==> src/rtl/cpu_sequencer_pkg.sv <==
// Shared codes for the 8-bit CPU control path:
// decoder states, opcodes, strobe bit indices and sequencer FSM.
package cpu_sequencer_pkg;

  localparam int CTRL_W = 11;

  localparam logic [3:0] STATE_FETCH_PC   = 4'd0;
  localparam logic [3:0] STATE_FETCH_INST = 4'd1;
  localparam logic [3:0] STATE_FETCH_ARG  = 4'd2;
  localparam logic [3:0] STATE_JUMP_Z     = 4'd3;
  localparam logic [3:0] STATE_LOAD_Z     = 4'd4;
  localparam logic [3:0] STATE_RAM_A      = 4'd5;
  localparam logic [3:0] STATE_RAM_B      = 4'd6;
  localparam logic [3:0] STATE_ALU        = 4'd7;
  localparam logic [3:0] STATE_OUT_A      = 4'd8;
  localparam logic [3:0] STATE_NEXT       = 4'd9;
  localparam logic [3:0] STATE_HALT       = 4'd10;

  localparam logic [3:0] OP_LDA = 4'h1;
  localparam logic [3:0] OP_ADD = 4'h2;
  localparam logic [3:0] OP_OUT = 4'hE;
  localparam logic [3:0] OP_HLT = 4'hF;

  localparam int C_PC_OE    = 0;
  localparam int C_MAR_LOAD = 1;
  localparam int C_RAM_OE   = 2;
  localparam int C_IR_LOAD  = 3;
  localparam int C_PC_INC   = 4;
  localparam int C_PC_LOAD  = 5;
  localparam int C_Z_LOAD   = 6;
  localparam int C_A_LOAD   = 7;
  localparam int C_B_LOAD   = 8;
  localparam int C_ALU_OE   = 9;
  localparam int C_OUT_LOAD = 10;

  typedef enum logic [2:0] {
    SEQ_IDLE,
    SEQ_RUN,
    SEQ_STEP,
    SEQ_HALTED,
    SEQ_FAULT
  } seq_e;

endpackage

==> src/rtl/cpu_sequencer_ctrl_rom.sv <==
// Decoder micro-state to datapath strobe table.
// Pure combinational; NEXT, HALT and unknown codes drive nothing.
module cpu_sequencer_ctrl_rom
  import cpu_sequencer_pkg::*;
(
  input  logic [3:0]        state,
  output logic [CTRL_W-1:0] ctrl
);

  // one entry per micro-state
  always_comb begin
    ctrl = '0;
    unique case (state)
      STATE_FETCH_PC: begin
        ctrl[C_PC_OE]    = 1'b1;
        ctrl[C_MAR_LOAD] = 1'b1;
      end
      STATE_FETCH_INST: begin
        ctrl[C_RAM_OE]  = 1'b1;
        ctrl[C_IR_LOAD] = 1'b1;
        ctrl[C_PC_INC]  = 1'b1;
      end
      STATE_FETCH_ARG: begin
        ctrl[C_RAM_OE]   = 1'b1;
        ctrl[C_MAR_LOAD] = 1'b1;
        ctrl[C_PC_INC]   = 1'b1;
      end
      STATE_JUMP_Z: begin
        ctrl[C_RAM_OE]  = 1'b1;
        ctrl[C_PC_LOAD] = 1'b1;
      end
      STATE_LOAD_Z: begin
        ctrl[C_RAM_OE] = 1'b1;
        ctrl[C_Z_LOAD] = 1'b1;
      end
      STATE_RAM_A: begin
        ctrl[C_RAM_OE] = 1'b1;
        ctrl[C_A_LOAD] = 1'b1;
      end
      STATE_RAM_B: begin
        ctrl[C_RAM_OE] = 1'b1;
        ctrl[C_B_LOAD] = 1'b1;
      end
      STATE_ALU: begin
        ctrl[C_ALU_OE] = 1'b1;
        ctrl[C_A_LOAD] = 1'b1;
      end
      STATE_OUT_A: begin
        ctrl[C_OUT_LOAD] = 1'b1;
      end
      default: ;
    endcase
  end

endmodule

==> src/rtl/cpu_sequencer.sv <==
// Micro-cycle sequencer with run/step/halt control.
// Strobes are gated by a registered exec flag so reset silences them.
module cpu_sequencer
  import cpu_sequencer_pkg::*;
#(
  parameter int CYCLE_W   = 4,
  parameter int MAX_CYCLE = 7,
  parameter int AUTO_RUN  = 1
) (
  input  logic               clk,
  input  logic               reset,
  input  logic [3:0]         state,
  output logic [CYCLE_W-1:0] cycle,
  input  logic               run_req,
  input  logic               step_req,
  input  logic               halt_req,
  output logic [CTRL_W-1:0]  ctrl,
  output logic               instr_done,
  output logic               idle,
  output logic               halted,
  output logic               fault
);

  localparam seq_e RST_ST = (AUTO_RUN != 0) ? SEQ_RUN : SEQ_IDLE;
  localparam logic [CYCLE_W-1:0] LAST = CYCLE_W'(MAX_CYCLE);

  seq_e               fsm_q, fsm_d;
  logic [CYCLE_W-1:0] cycle_q, cycle_d;
  logic               pend_q, pend_d;
  logic               done_q, done_d;
  logic               exec_q, exec_d;
  logic [CTRL_W-1:0]  rom_ctrl;

  cpu_sequencer_ctrl_rom u_ctrl_rom (
    .state (state),
    .ctrl  (rom_ctrl)
  );

  // next state: IDLE start, per-cycle retire/halt/fault priority
  always_comb begin
    fsm_d   = fsm_q;
    cycle_d = cycle_q;
    pend_d  = pend_q;
    done_d  = 1'b0;
    unique case (fsm_q)
      SEQ_IDLE: begin
        if (step_req)     fsm_d = SEQ_STEP;
        else if (run_req) fsm_d = SEQ_RUN;
      end
      SEQ_RUN, SEQ_STEP: begin
        if (exec_q) begin
          if (fsm_q == SEQ_RUN && halt_req) pend_d = 1'b1;
          if (state == STATE_HALT) begin
            fsm_d = SEQ_HALTED;
          end else if (state == STATE_NEXT) begin
            cycle_d = '0;
            done_d  = 1'b1;
            if (fsm_q == SEQ_STEP || pend_d) begin
              fsm_d  = SEQ_IDLE;
              pend_d = 1'b0;
            end
          end else if (cycle_q == LAST) begin
            fsm_d = SEQ_FAULT;
          end else begin
            cycle_d = cycle_q + 1'b1;
          end
        end
      end
      default: ;
    endcase
    exec_d = (fsm_d == SEQ_RUN) || (fsm_d == SEQ_STEP);
  end

  // state registers
  always_ff @(posedge clk or negedge reset) begin
    if (!reset) begin
      fsm_q   <= RST_ST;
      cycle_q <= '0;
      pend_q  <= 1'b0;
      done_q  <= 1'b0;
      exec_q  <= 1'b0;
    end else begin
      fsm_q   <= fsm_d;
      cycle_q <= cycle_d;
      pend_q  <= pend_d;
      done_q  <= done_d;
      exec_q  <= exec_d;
    end
  end

  assign cycle      = cycle_q;
  assign ctrl       = exec_q ? rom_ctrl : '0;
  assign instr_done = done_q;
  assign idle       = (fsm_q == SEQ_IDLE);
  assign halted     = (fsm_q == SEQ_HALTED);
  assign fault      = (fsm_q == SEQ_FAULT);

endmodule

==> config.mk <==
export PLATFORM = sky130hd
export DESIGN_NAME = cpu_sequencer
export DESIGN_NICKNAME = d
export VERILOG_FILES = /design/src/rtl/cpu_sequencer_pkg.sv /design/src/rtl/cpu_sequencer_ctrl_rom.sv /design/src/rtl/cpu_sequencer.sv
export SDC_FILE = /design/constraint.sdc
export NUM_CORES = 1
export LEC_CHECK = 0
export CORE_MARGIN = 8
export CORE_UTILIZATION = 40
export CTS_CLUSTER_SIZE = 40
export DETAILED_ROUTE_END_ITERATION = 10
export PLACE_DENSITY = 0.75
export SLEW_MARGIN = 5
export SYNTH_ARGS = -nofsm -noshare
export SYNTH_HDL_FRONTEND = slang
export SYNTH_HIERARCHICAL = 1
export SYNTH_SLANG_ARGS = --single-unit
==> constraint.sdc <==
create_clock -name clk -period 1.7 [get_ports clk]
set_input_delay 0.17 -clock clk [delete_from_list [all_inputs] [get_ports clk]]
set_output_delay 0.17 -clock clk [all_outputs]
set_load 0.05 [all_outputs]
==> results.py, run 1 <==
metrics = {
    "route": {
        "avgRoutedWirePerCell_um": 13.9,
        "num_vias": 817,
        "drc_errors": 0,
        "viasPerCell": 5.01,
        "firstDrtPassIters": 4,
        "drt_wl_total_um": 2270,
        "drtIter0Drc": 12,
        "final_antenna_net_count": 0,
    },
    "placed_design": {
        "place.port_buffers": 27,
        "place_hpwl_um": 1910,
        "dp_slack_ns": -0.279,
        "gp_congestion": 0.791,
    },
    "critical_path": {
        "worstSetupStartpoint": "cycle[0]",
        "worstPathMaxFanout": 3,
        "start_kind": "flip-flop",
        "critPathCaptureType": "flip-flop",
        "r2r-start": "cycle[0]",
        "worst_ep_required_time_ns": 1.88,
        "crit_arrival_ns": 1.96,
        "critPathKind": "flip-flop to flip-flop",
    },
    "logic_synthesis": {
        "synthArstFlopShare_pct": 100,
        "syn_area_um2": 808,
        "synth_edf_count": 0,
        "synth_flop_cell": "dfrtp_1",
        "synth_top_cells_by_area": "dfrtp_1 (28%), and2_1 (9.3%), nor3_1 (5.0%), buf_6 (4.2%), nand2_1 (3.7%)",
        "synth-seq-cells": 10,
        "synth_cell_type_count": 39,
        "synth_nets": 99,
        "avgSynthCellArea_um2": 9.08,
        "yosysTopAreaCell": "dfrtp_1",
        "netlist_instances": 89,
        "yosysSeqAreaShare_pct": 31.1,
        "synth_top_area_share_pct": 27.9,
        "synth_warnings": 6,
    },
    "layout": {
        "nFillCells": 151,
        "num_antenna_cells": 0,
        "final_nets": 147,
        "final_cell_mix": "buf_4 (22), buf_12 (14), and2_1 (9)",
        "final_common_cell": "buf_4",
        "drive_above_1_share_pct": 48.5,
        "synthToLayoutAreaGrowth_pct": 81.0,
    },
    "timing": {
        "hold_viol": 0,
        "worstMarginPinSlew_ns": 0.500,
        "timing.fmax_ghz": 0.562,
        "min_period_over_period_pct": 105,
        "worst_slack_ns": -0.0800,
        "relSlewSlack_pct": 66.6,
        "rsz0062_at_grt": "true",
        "setup_violations": 3,
        "period_minus_slack_ns": 1.78,
        "skew_ns": 0.000353,
        "drv_slew": 0,
    },
    "clock_network": {
        "ctsLongestPathBuffers": 2,
        "cts.htree.levels": 1,
        "insertion_delay_ns": 0.25,
        "cts_tree": "yes",
        "ctsHoldBuffers": 0,
        "cts.clk_slew.worst_paths_ns": 0.06,
        "clock-sinks": 10,
        "clock-root-buffer": "clkbuf_4",
        "cts_buffers": 3,
    },
    "die": {
        "start_util_pct": 41.6,
        "dieWidth_um": 61.0,
        "io-pin-count": 28,
        "die-height_um": 61.0,
        "row_count": 16,
        "dieArea_um2": 3710,
        "coreArea_um2": 1940,
    },
    "run_status": {
        "violations": "setup timing",
        "status": "finished, violations left",
    },
    "global_route": {
        "antenna_found_initial": 0,
        "grt_pass1_wl_um": 3730,
        "grt.overflow.total": 0,
        "grt_max_degree": 12,
        "grt_pass1_vias": 886,
        "grt_usage_pct": 13.0,
    },
    "power_and_ir_drop": {
        "p_leak_nw": 0.628,
        "powerDensity_nw_per_um2": 1320,
        "vdd_drop_max_uv": 1090,
        "power_mw": 1.93,
    },
    "flow_run": {
        "maxCapViolations": 0,
    },
    "min_path": {
        "holdCritPathClass": "primary input to asynchronous set/reset pin",
    },
}
-- per-layer routing --
layer | vias to the layer above | GRT usage [%] | wire length, um
li1 | 413 | - | -
met1 | 381 | 12.8 | 879
met2 | 21 | 25.2 | 1260
met3 | 2 | 1.48 | 114
met4 | 0 | 7.97 | 19
met5 | - | 0 | 0
-- metrics by stage --
stage | setup TNS (ns) | instances | instance area [um^2] | hold WS, ns | utilization [%]
floorplan | -0.333 | 89 | 842 | -0.126 | -
global placement | -0.507 | 156 | 1370 | 0.486 | 70.4
detailed placement | -0.649 | 156 | 1370 | 0.494 | 70.4
CTS | -0.154 | 162 | 1420 | 0.221 | 73.2
global route | -0.522 | 163 | 1460 | 0.241 | 75.3
finish | -0.129 | 163 | 1460 | 0.217 | 75.3
-- state kept, by name, summed over array words and instances (netlist names) --
signal      flops
cycle           4
fsm_q           3
exec_q          1
instr_done      1
pend_q          1
-- worst max-delay path: stages (launching register included) --
cell	delay, ns
dfrtp_2	0.39
ha_4	0.13
and3b_2	0.20
buf_6	0.10
o211ai_1	0.08
a221o_1	0.36
a2111o_1	0.38
o21ai_2	0.07
-- cell type report --
type                    instances  area, um^2  area share [%]
clock buffers                   4        36.3            2.48
inverters                       3        11.3           0.770
multi-input cells              72         566            38.7
flip-flops and latches         10         255            17.5
well taps                      27        33.8            2.31
repair buffers                 47         561            38.3
-- path summary, 6_finish.rpt --
check | slack [ns] | cells past startpoint | end
worst min-delay path | 0.22 | 1 | cycle[3]
worst max register to register | -0.08 | 7 | exec_q
min in group clk | 0.51 | 2 | pend_q
worst min register to register | 0.51 | 2 | pend_q
max in group asynchronous | 1.16 | 1 | fsm_q[0]
worst max-delay path | -0.08 | 7 | exec_q
-- logic make-up (layout without fill, tap and decap cells) --
kind of cell | count (synthesis) | count (layout) | share of synthesized area, %
XOR/XNOR | 4 | 4 | 5.26
buffers and inverters | 7 | 54 | 6.04
flip-flops | 10 | 10 | 31.1
adder cells (fa/ha/maj) | 1 | 1 | 1.55
AND/OR/NAND/NOR | 56 | 56 | 45.4
AO/OA/AOI/OAI | 11 | 11 | 10.7
-- where the power goes --
group | internal [mW] | switching (mW) | total [mW]
Combinational | 0.571 | 0.695 | 1.27
Sequential | 0.349 | 0.116 | 0.465
Clock | 0.129 | 0.0670 | 0.196
-- cells in the mapped netlist, types with 2 or more instances --
library cell,count
inv_1,2
o21ai_1,2
nand2b_1,2
nor3b_1,2
nand2_1,8
and2_1,12
buf_6,3
nor2_1,8
nor3_1,8
dfrtp_1,9
and4bb_1,2
xor2_1,2
a21oi_1,2
and3b_1,2
-- timing repair --
action                                  4_1_cts  5_1_grt
resized for setup                             1        8
pin swaps                                     4        3
buffers inserted                              2        1
endpoints found under the setup margin        3        8
No activity file was read; power rests on OpenSTA's default activity.
==> run 2: changes to the inputs <==
--- a/config.mk
+++ b/config.mk
@@ -5,7 +5,7 @@
 export SDC_FILE = /design/constraint.sdc
 export NUM_CORES = 1
 export LEC_CHECK = 0
-export CORE_MARGIN = 8
+export CORE_MARGIN = 2
 export CORE_UTILIZATION = 40
 export CTS_CLUSTER_SIZE = 40
 export DETAILED_ROUTE_END_ITERATION = 10
==> run 2 against run 1 <==
Net effect:
- the run still ends with setup timing left
- routed wire length down 5.6%
- sequential share of layout area increased by 0.29 points
- hold slack got worse by 0.0085 ns
- combinational power shrank 3%
- global-route usage increased by 6.7 points
- final cell count is 1.8% lower
- total power down 2.7%
- critical path depth did not move
- die area decreased by 36%
- maximum frequency grew 0.19%
- clock power down 16%
- critical path type unchanged
- critical endpoint unchanged
- largest cell class unchanged
==> results.py, run 2 (synthesis results as in run 1) <==
metrics = {
    "run_status": {
        "status": "finished, violations left",
        "violations": "setup timing",
    },
    "global_route": {
        "antenna_found_initial": 0,
        "grt_usage_pct": 19.8,
        "grt_pass1_wl_um": 3750,
        "grt.overflow.total": 0,
        "grt_max_degree": 13,
        "grt_pass1_vias": 866,
    },
    "layout": {
        "synthToLayoutAreaGrowth_pct": 78.0,
        "largest_register_ffs": 4,
        "final_cell_mix": "buf_4 (19), buf_12 (14), and2_1 (11)",
        "nFillCells": 144,
        "final_nets": 144,
        "final_cell_count_no_fill": 160,
        "drive_above_1_share_pct": 45.9,
        "final_common_cell": "buf_4",
        "num_antenna_cells": 0,
        "utilization_pct": 74.1,
    },
    "clock_network": {
        "cts_tree": "yes",
        "cts_setup_buffers": 0,
        "cts_buffers": 3,
        "cts.clk_slew.worst_paths_ns": 0.07,
        "insertion_delay_ns": 0.26,
        "clock-sinks": 10,
        "ctsLongestPathBuffers": 2,
        "ctsHoldBuffers": 0,
        "clock-root-buffer": "clkbuf_4",
        "cts.htree.levels": 1,
    },
    "power_and_ir_drop": {
        "vdd_drop_max_uv": 1030,
        "p_leak_nw": 0.607,
        "powerDensity_nw_per_um2": 1300,
        "power_mw": 1.88,
    },
    "route": {
        "drtIter0Drc": 4,
        "drc_errors": 0,
        "viasPerCell": 5.22,
        "drt_wl_total_um": 2140,
        "avgRoutedWirePerCell_um": 13.4,
        "firstDrtPassIters": 4,
        "final_antenna_net_count": 0,
        "num_vias": 835,
    },
    "die": {
        "dieWidth_um": 49.0,
        "io-pin-count": 28,
        "die-height_um": 49.0,
        "coreArea_um2": 1940,
        "row_count": 16,
        "dieArea_um2": 2400,
        "start_util_pct": 41.6,
    },
    "flow_run": {
        "maxCapViolations": 0,
    },
    "critical_path": {
        "critPathKind": "flip-flop to flip-flop",
        "worstPathMaxFanout": 3,
        "worst_ep_required_time_ns": 1.88,
        "critPathCaptureType": "flip-flop",
        "crit_arrival_ns": 1.96,
        "start_kind": "flip-flop",
    },
    "timing": {
        "setup_violations": 1,
        "hold_viol": 0,
        "finalSetupTns_ns": -0.0767,
        "relSlewSlack_pct": 66.7,
        "timing.fmax_ghz": 0.563,
        "worstMarginPinSlew_ns": 0.498,
        "period_minus_slack_ns": 1.78,
        "worst_slack_ns": -0.0767,
        "rsz0062_at_grt": "true",
        "drv_slew": 0,
        "min_period_over_period_pct": 105,
        "skew_ns": 0.0120,
    },
    "min_path": {
        "holdCritPathClass": "primary input to asynchronous set/reset pin",
    },
    "placed_design": {
        "place.port_buffers": 27,
        "dp.cells": 156,
        "gp_congestion": 0.827,
        "place_hpwl_um": 1690,
    },
}
## run 2: layout make-up
| type | count | area, um^2 | area share (%) |
|---|---|---|---|
| multi-input cells | 72 | 574 | 39.9 |
| clock buffers | 4 | 26.3 | 1.83 |
| well taps | 27 | 33.8 | 2.35 |
| inverters | 3 | 11.3 | 0.783 |
| repair buffers | 44 | 538 | 37.4 |
| flip-flops and latches | 10 | 255 | 17.7 |
## run 2: power breakdown
| group | total, mW | internal [mW] | switching [mW] |
|---|---|---|---|
| sequential | 0.477 | 0.349 | 0.128 |
| combinational | 1.23 | 0.549 | 0.685 |
| clock | 0.164 | 0.0903 | 0.0742 |
## run 2: path summary, 6_finish.rpt
path                           from  endpoint  slack [ns]  cells past startpoint
min in group clk           state[0]  cycle[0]        0.51                      5
setup / recovery           cycle[1]    exec_q       -0.08                      7
max in group asynchronous     reset  fsm_q[0]        1.15                      1
hold reg to reg              pend_q    pend_q        0.55                      2
setup reg to reg           cycle[1]    exec_q       -0.08                      7
hold / removal                reset  cycle[3]        0.21                      1
## run 2: per-layer routing
metal / vias to the layer above / GRT usage [%] / part of all wire (%)
met4: 0 / 7.62 / 2.7
li1: 404 / - / -
met5: - / 0 / 0
met2: 30 / 37.7 / 56
met3: 8 / 3.99 / 5.2
met1: 393 / 21.1 / 36
## run 2: what timing repair did
item,4_1_cts,5_1_grt
endpoints found under the setup margin,4,7
endpoints found under the hold margin,0,0
gates resized for setup,3,6
pin swaps,3,1
## run 2: worst max-delay path, cell delays in order (launching register included)
cell and delay (ns):
dfrtp_2 0.39, ha_4 0.13, and3b_2 0.23, buf_6 0.11
o211ai_1 0.07, a221o_1 0.34, a2111o_1 0.37, o21ai_2 0.06
## run 2: per-stage QoR
step / hold slack (ns) / area (um^2) / setup slack [ns]
2_1_floorplan: -0.126 / 842 / -0.134
4_1_cts: 0.216 / 1410 / -0.0850
6_report: 0.208 / 1440 / -0.0767
5_1_grt: 0.257 / 1440 / -0.140
3_3_place_gp: 0.485 / 1370 / -0.271
3_5_place_dp: 0.503 / 1370 / -0.295
